$ cat config.mk
export PLATFORM = sky130hd
export DESIGN_NAME = bus_arbiter
export DESIGN_NICKNAME = d
export VERILOG_FILES = /design/src/rtl/bus_pkg.sv /design/src/rtl/bus_arbiter_arb_pick.sv /design/src/rtl/bus_arbiter.sv
export SDC_FILE = /design/constraint.sdc
export NUM_CORES = 1
export LEC_CHECK = 0
export BUFFER_PORTS_ARGS = -buffer_cell sky130_fd_sc_hd__clkbuf_2
export CAP_MARGIN = 10
export CORE_MARGIN = 2
export CORE_UTILIZATION = 40
export CTS_BUF_LIST = sky130_fd_sc_hd__clkbuf_4 sky130_fd_sc_hd__clkbuf_8 sky130_fd_sc_hd__clkbuf_16
export CTS_CLUSTER_SIZE = 16
export DETAILED_ROUTE_END_ITERATION = 16
export SYNTH_ARGS = -nofsm -noshare
export SYNTH_HDL_FRONTEND = slang
export SYNTH_SLANG_ARGS = --single-unit
export TNS_END_PERCENT = 1
$ cat constraint.sdc
create_clock -name clk -period 2.69 [get_ports clk]
set_input_delay 0.6725 -clock clk [delete_from_list [all_inputs] [get_ports clk]]
set_output_delay 0.6725 -clock clk [all_outputs]
set_load 0.05 [all_outputs]
$ cat src/rtl/bus_pkg.sv
// Shared types and constants for the two-master serial bus arbiter.
package bus_pkg;

  typedef enum logic [1:0] {
    ST_IDLE    = 2'd0,
    ST_SID     = 2'd1,
    ST_CONNECT = 2'd2
  } bus_state_e;

  // Index of one of the two masters (0 or 1).
  typedef logic master_idx_t;

  localparam logic IDLE_LVL = 1'b1;

endpackage

$ cat src/rtl/bus_arbiter_arb_pick.sv
// Grant selection: a split resume wins outright, otherwise arbitrate among eligible masters.
// On contention, ptr names the master that has priority.
module arb_pick
  import bus_pkg::*;
(
  input  logic [1:0]  req,
  input  logic [1:0]  split_mask,
  input  logic [1:0]  resume_req,
  input  master_idx_t ptr,
  output logic [1:0]  winner
);

  logic [1:0] elig;

  always_comb begin
    elig   = req & ~split_mask;
    winner = 2'b00;
    if (resume_req != 2'b00) begin
      winner = resume_req;
    end else if (elig == 2'b11) begin
      winner = ptr ? 2'b10 : 2'b01;
    end else begin
      winner = elig;
    end
  end

endmodule

$ cat src/rtl/bus_arbiter.sv
// Two-master serial bus arbiter: grant, serial slave-ID decode, connect, split/resume.
// Define BUS_ARB_ROUND_ROBIN_EN for round-robin arbitration; default is fixed priority (master 0).
module bus_arbiter
  import bus_pkg::*;
#(
  parameter int NUM_SLAVES = 3,
  parameter int SID_BITS   = 2
) (
  input  logic                  clk,
  input  logic                  rstn,
  input  logic [1:0]            m_req,
  input  logic [1:0]            m_tx,
  output logic [1:0]            m_grant,
  output logic                  bus_tx,
  output logic [NUM_SLAVES-1:0] s_sel,
  input  logic [NUM_SLAVES-1:0] s_split,
  output logic                  busy,
  output logic                  decode_err,
  output bus_state_e            state_dbg
);

  localparam int CW = (SID_BITS > 1) ? $clog2(SID_BITS) : 1;

  bus_state_e            state_q, state_d;
  logic [1:0]            grant_q, grant_d;
  logic [NUM_SLAVES-1:0] sel_q, sel_d, spl_sel_q, spl_sel_d;
  logic [SID_BITS-1:0]   sid_q, sid_d, id_next;
  logic [CW-1:0]         cnt_q, cnt_d;
  logic                  err_q, err_d, spl_v_q, spl_v_d;
  master_idx_t           spl_m_q, spl_m_d, gm, ptr_q;
  logic [1:0]            spl_mask, resume_req, winner;
  logic                  cur_split;

  // Handshake: a master holds m_req high for its whole transaction; dropping it
  // ends the transaction. m_grant is the registered acknowledgement.
  assign gm         = grant_q[1];
  assign spl_mask   = spl_v_q ? (spl_m_q ? 2'b10 : 2'b01) : 2'b00;
  assign resume_req = (spl_v_q && m_req[spl_m_q] && !(|(s_split & spl_sel_q))) ? spl_mask : 2'b00;
  assign cur_split  = |(s_split & sel_q);
  assign id_next    = sid_q | (SID_BITS'(m_tx[gm]) << cnt_q);

  arb_pick u_pick (
    .req       (m_req),
    .split_mask(spl_mask),
    .resume_req(resume_req),
    .ptr       (ptr_q),
    .winner    (winner)
  );

  always_comb begin
    state_d   = state_q;
    grant_d   = grant_q;
    sel_d     = sel_q;
    sid_d     = sid_q;
    cnt_d     = cnt_q;
    err_d     = 1'b0;
    spl_v_d   = spl_v_q;
    spl_m_d   = spl_m_q;
    spl_sel_d = spl_sel_q;
    if (spl_v_q && !m_req[spl_m_q]) spl_v_d = 1'b0;
    case (state_q)
      ST_IDLE: begin
        if (winner != 2'b00) begin
          grant_d = winner;
          if (resume_req != 2'b00) begin
            state_d = ST_CONNECT;
            sel_d   = spl_sel_q;
            spl_v_d = 1'b0;
          end else begin
            state_d = ST_SID;
            sid_d   = '0;
            cnt_d   = '0;
          end
        end
      end
      ST_SID: begin
        if (!m_req[gm]) begin
          grant_d = 2'b00;
          sel_d   = '0;
          state_d = ST_IDLE;
        end else if (cnt_q == CW'(SID_BITS - 1)) begin
          if (int'(id_next) < NUM_SLAVES) begin
            sel_d   = NUM_SLAVES'(1) << id_next;
            state_d = ST_CONNECT;
          end else begin
            grant_d = 2'b00;
            err_d   = 1'b1;
            state_d = ST_IDLE;
          end
        end else begin
          sid_d = id_next;
          cnt_d = cnt_q + CW'(1);
        end
      end
      ST_CONNECT: begin
        // A split while another record is pending degrades to a plain release.
        if (m_req[gm] && cur_split && !spl_v_q) begin
          spl_v_d   = 1'b1;
          spl_m_d   = gm;
          spl_sel_d = sel_q;
        end
        if (!m_req[gm] || cur_split) begin
          grant_d = 2'b00;
          sel_d   = '0;
          state_d = ST_IDLE;
        end
      end
      default: begin
        grant_d = 2'b00;
        sel_d   = '0;
        state_d = ST_IDLE;
      end
    endcase
  end

  always_ff @(posedge clk or negedge rstn) begin
    if (!rstn) begin
      state_q   <= ST_IDLE;
      grant_q   <= 2'b00;
      sel_q     <= '0;
      sid_q     <= '0;
      cnt_q     <= '0;
      err_q     <= 1'b0;
      spl_v_q   <= 1'b0;
      spl_m_q   <= 1'b0;
      spl_sel_q <= '0;
    end else begin
      state_q   <= state_d;
      grant_q   <= grant_d;
      sel_q     <= sel_d;
      sid_q     <= sid_d;
      cnt_q     <= cnt_d;
      err_q     <= err_d;
      spl_v_q   <= spl_v_d;
      spl_m_q   <= spl_m_d;
      spl_sel_q <= spl_sel_d;
    end
  end

`ifdef BUS_ARB_ROUND_ROBIN_EN
  // After each grant, priority passes to the master that was not granted.
  always_ff @(posedge clk or negedge rstn) begin
    if (!rstn) begin
      ptr_q <= 1'b0;
    end else if (state_q == ST_IDLE && winner != 2'b00) begin
      ptr_q <= !winner[1];
    end
  end
`else
  assign ptr_q = 1'b0;
`endif

  assign m_grant    = grant_q;
  assign s_sel      = sel_q;
  assign decode_err = err_q;
  assign busy       = (state_q != ST_IDLE);
  assign bus_tx     = (state_q == ST_CONNECT) ? m_tx[gm] : IDLE_LVL;
  assign state_dbg  = state_q;

endmodule

# Word level (Yosys, flattened, before mapping)
# Index checks and enable logic that the tools add are counted.
[word_totals]
regBits = 16
input_bits = 9
out_inout_bits = 10
[classes]
addsub = 1
magnitude_cmp = 3
n_eq_ne = 12
shifts = 2
n_mux = 50
bitwise = 5
n_reduce_logical = 23
[op_table]
columns = ["op", "count"]
rows = [
  ["2-to-1 mux 2 bit", 19],
  ["2-to-1 mux 1 bit", 19],
  ["2-to-1 mux 3 bit", 6],
  ["inequality test 2 bit, second input constant", 6],
  ["one-hot mux 2 bit (3 select lines)", 2],
  ["AND reduction 5 bit", 2],
  ["inequality test 3 bit, second input constant", 3],
  ["one-hot mux 3 bit (3 select lines)", 1],
  ["AND reduction 4 bit", 2],
  ["nonzero test 2 bit", 4],
  ["AND 3 bit", 2],
  ["OR reduction 3 bit", 2],
  ["logical AND 1 bit", 5],
  ["equality test 2 bit, second input constant", 2],
  ["logical NOT 1 bit", 4],
  ["less-than comparator 1 x 2 -> 1 bit, second input constant", 2],
  ["one-hot mux 1 bit (2 select lines)", 2],
  ["one-hot mux 2 bit (2 select lines)", 1],
  ["AND reduction 3 bit", 1],
  ["<< shifter 1 x 2 -> 3 bit, first input constant", 1],
  ["AND 2 bit", 1],
  ["equality test 2 x 1 -> 1 bit, second input constant", 1],
  ["logical NOT 2 bit", 1],
  ["less-than comparator 2 bit, second input constant", 1],
  ["other kinds (6)", 6],
]

# Logic depth before layout (Yosys ltp)
[depth]
ltp_word = 10
ltp_mapped = 6
mapped_depth_nobuf = 6

# Hierarchy
# Synthesis repeated with hierarchy kept, for this count alone.
[hier_totals]
cells_unflattened = 85
area_unflattened_um2 = 927.1
[by_module_without_submodules]
columns = ["module", "n_inst", "cells_each", "area_per_inst_um2", "seq_area_each_um2"]
rows = [
  ["bus_arbiter", 1, 78, 874.6, 400.4],
  ["arb_pick", 1, 7, 52.6, 0.0],
]

# Least setup slack after synthesis
# No wires, ideal clock.
[synth_path]
kind = "flip-flop to flip-flop"
from = "register state_q[0] (netlist: state_dbg[0])"
to = "register sid_q[0]"
setup_ns = 0.077
t_arrival_ns = 2.236
required_time_ns = 2.613
path_slack_ns = 0.377
stages_incl_launch_ff = 7
path_buffers = 0
synth_period_minus_slack_ns = 2.313
cell_sequence = "dfrtp_1 > nor2_1 > inv_1 > a31oi_1 > nor2_1 > or4_1 > a21oi_1"
[synth_between]
elab_chain_cells = 3
elab_cells_between_ends = 9
[synth_rtl]
columns = ["item", "line_no", "source"]
rows = [
  ["from (decl)", "bus_arbiter.sv:24", "bus_state_e state_q, state_d;"],
  ["from (signal assigned)", "bus_arbiter.sv:128", "state_q <= state_d;"],
  ["equality test 2 x 1 -> 1 bit / logical NOT 2 bit (equally long branches)", "bus_arbiter.sv:61", "case (state_q)"],
  ["inequality test 2 bit (no line) / nonzero test 2 bit (equally long branches)", "-", ""],
  ["AND reduction 5 bit (no line)", "-", ""],
  ["to (signal assigned)", "bus_arbiter.sv:131", "sid_q <= sid_d;"],
  ["to (decl)", "bus_arbiter.sv:27", "logic [SID_BITS-1:0] sid_q, sid_d, id_next;"],
]
# Parallel ways exist; a longest one is shown, timed or not.
# A chain may end at the register's enable or synchronous reset.

# Worst setup path in the final report
[layout_path]
from = "register grant_q[1] (netlist: m_grant[1])"
to = "output port bus_tx"
[layout_between]
elab_chain_cells = 3
[layout_rtl]
columns = ["item", "line_no", "source"]
rows = [
  ["from (decl)", "bus_arbiter.sv:25", "logic [1:0] grant_q, grant_d;"],
  ["from (signal assigned)", "bus_arbiter.sv:129", "grant_q <= grant_d;"],
  ["2-to-1 mux 1 bit (not written as such) (2 in series)", "bus_arbiter.sv:157", "assign bus_tx = (state_q == ST_CONNECT) ? m_tx[gm] : IDLE_LVL;"],
  ["2-to-1 mux 1 bit", "bus_arbiter.sv:157", ""],
  ["to (decl)", "bus_arbiter.sv:14", "output logic bus_tx,"],
]
# Every way passes these cells. The select of a mux whose other input is x is not followed.

==> flow_summary.json <==
{
  "cp_max_fo": 6,
  "critical_path_class": "reg -> out",
  "syn_inst": 89,
  "drive_gt1_frac": 0.3153,
  "ys_warn_count": 0,
  "clk_pin_slew_worst_paths_ns": 0.09,
  "fp.dieArea_um2": 2611,
  "powerDensity_nw_per_um2": 1139,
  "netlist_area_um2": 887.1,
  "relSlewSlack": 0.7034,
  "via_count": 775,
  "rows": 17,
  "worst_pin_slew_ns": 0.4325,
  "internal-power_uw": 600.3,
  "p_seq_frac": 0.337,
  "drc_errors": 0,
  "ant_nets": 0,
  "yosysMostFrequentCell": "dfrtp_1",
  "crit_required_ns": 2.02,
  "cp-end-kind": "primary output",
  "finalMaxSlewViolations": 0,
  "cts_tree": "done",
  "ys_types": 35,
  "p_switching_uw": 595.2,
  "dr.pass1.iters": 4,
  "grt_max_degree": 17,
  "postCtsHoldBufs": 0,
  "clock_sink_count": 16,
  "post-place-ws_ns": 0.4457,
  "rsz0062_at_grt": "no",
  "cp.arrival_ns": 1.56,
  "vdd_drop_max_v": 0.0005069,
  "grt_pass1_wl_um": 3381,
  "r2r_cells": 5,
  "fp.coreArea_um2": 2148,
  "cts_buffers": 3,
  "tns_ns": 0,
  "layout_setup_ws_ns": 0.4546,
  "synth_edf_count": 0,
  "cts_setup_buffers": 0,
  "portBuffers": 18,
  "pin_count": 19,
  "synthTopCellsByCount": "dfrtp_1, nand2_1, nor2_1",
  "setup_viol": 0,
  "die_y_um": 51.10,
  "h-tree-depth": 1,
  "fin_crit_ns": 2.235,
  "total_power_uw": 1195,
  "drv_cap": 0,
  "hp-class": "in -> async",
  "dp.cells": 136,
  "start_util": 0.4129,
  "instances_no_fill": 139,
  "synth_top_cell_by_area": "dfrtp_1",
  "grt_antenna_before_repair": 0,
  "drt_iter0_markers": 20,
  "place_congestion": 0.7953,
  "insertion_delay_ns": 0.29,
  "final_core_utilization": 0.4886,
  "synthesis.nets": 98,
  "yosysSeqAreaShare": 0.4513,
  "switching_share": 0.4979,
  "cts_root_buf": "clkbuf_4",
  "clock.fmax_ghz": 0.4474,
  "finalCritPeriodShare": 0.8310,
  "skew_ns": 0.003846,
  "syn_to_final_growth_pct": 18.34,
  "nets": 122,
  "synth_top_area_frac": 0.4513,
  "drt-total-wl_um": 2017,
  "grt_pass1_vias": 738,
  "synthTopCellsByArea": "dfrtp_1, mux2_2, a21oi_1",
  "dp_hpwl_um": 1506,
  "async_flop_share": 1.000,
  "wl_per_cell_um": 14.51,
  "ys.flop_type": "dfrtp_1",
  "status": "finished clean",
  "startpoint_type": "flip-flop",
  "ys_ff_latch": 16,
  "syn_area_per_cell_um2": 9.967,
  "finalHoldViolCount": 0,
  "clockBufferDepth": 2,
  "dieWidth_um": 51.10,
  "combPwrFrac": 0.557,
  "p_leak_uw": 0.0004989,
  "gr-total-overflow": 0,
  "diodes": 0,
  "viasPerCell": 5.576,
  "grt.total_usage": 0.1816,
  "clkPwrFrac": 0.105,
  "cts_resized": 0
}
-- metal layers --
metal  wire length, um  GRT usage
met1               924     0.2341
met2               959     0.2706
met3                67    0.03509
met4                65     0.1306
met5                 0          0
-- cell usage in the layout, fill, tap and decap left out, types with 2 or more instances in the layout --
| master | count |
|---|---|
| inv_1 | 3 |
| nor3_1 | 2 |
| a21oi_1 | 7 |
| mux2i_1 | 3 |
| nand2_1 | 9 |
| clkbuf_4 | 3 |
| nor2b_1 | 3 |
| mux2_2 | 7 |
| dfrtp_1 | 16 |
| a222oi_1 | 2 |
| o211ai_1 | 2 |
| o21ai_0 | 2 |
| nor2_1 | 8 |
| clkbuf_2 | 18 |
| mux2_1 | 2 |
| buf_4 | 3 |
-- through the flow --
stage	area, um2	hold slack (ns)
2_1_floorplan	887.1	0.3769
3_3_place_gp	1027	0.4839
3_5_place_dp	1027	0.4896
4_1_cts	1050	0.3054
5_1_grt	1050	0.3228
6_report	1050	0.3008
-- final cells by class --
type / count / area (um2)
clock buffers: 3 / 22.52
multi-input cells: 68 / 467.9
flip-flops and latches: 16 / 400.4
repair buffers: 21 / 112.6
fillers: 201 / 1099
inverters: 3 / 11.26
well taps: 28 / 35.03
-- final timing paths --
path / slack [ns] / endpoint / startpoint
min in group clk: 0.50 / m_grant[0] / m_grant[0]
max reg2reg: 0.70 / sid_q[0] / spl_m_q
max in group asynchronous: 2.09 / decode_err / rstn
max: 0.45 / bus_tx / m_grant[1]
min reg2reg: 0.50 / m_grant[0] / m_grant[0]
min: 0.30 / spl_sel_q[0] / rstn
-- sequential cells by signal, indices dropped and copies added (netlist names) --
signal	cells
s_sel	3
spl_sel_q	3
m_grant	2
sid_q	2
state_dbg	2
cnt_q	1
decode_err	1
spl_m_q	1
spl_v_q	1
-- worst max-delay path, stage by stage (launching register included) --
cell and delay, ns:
dfrtp_1 0.49, mux2i_1 0.45, nand2_1 0.09, clkbuf_2 0.24
-- logic make-up (layout without fill, tap and decap cells) --
family	Yosys count	count (layout)	synth area share
and+or+nand+nor	30	30	0.1693
DFF	16	16	0.4513
AOI/OAI and AO/OA	26	26	0.2102
muxes	12	12	0.1481
buffers and inverters	5	27	0.02116
-- power by group through the flow --
stage	logic, uW	clock network (uW)	registers, uW
final	666	126	403
after global routing	726	139	416
after CTS	669	131	403
after detailed placement	666	0	408
after global placement	662	0	403
after floorplan	377	0	520
Note: power is estimated with default switching activity, not from simulation.
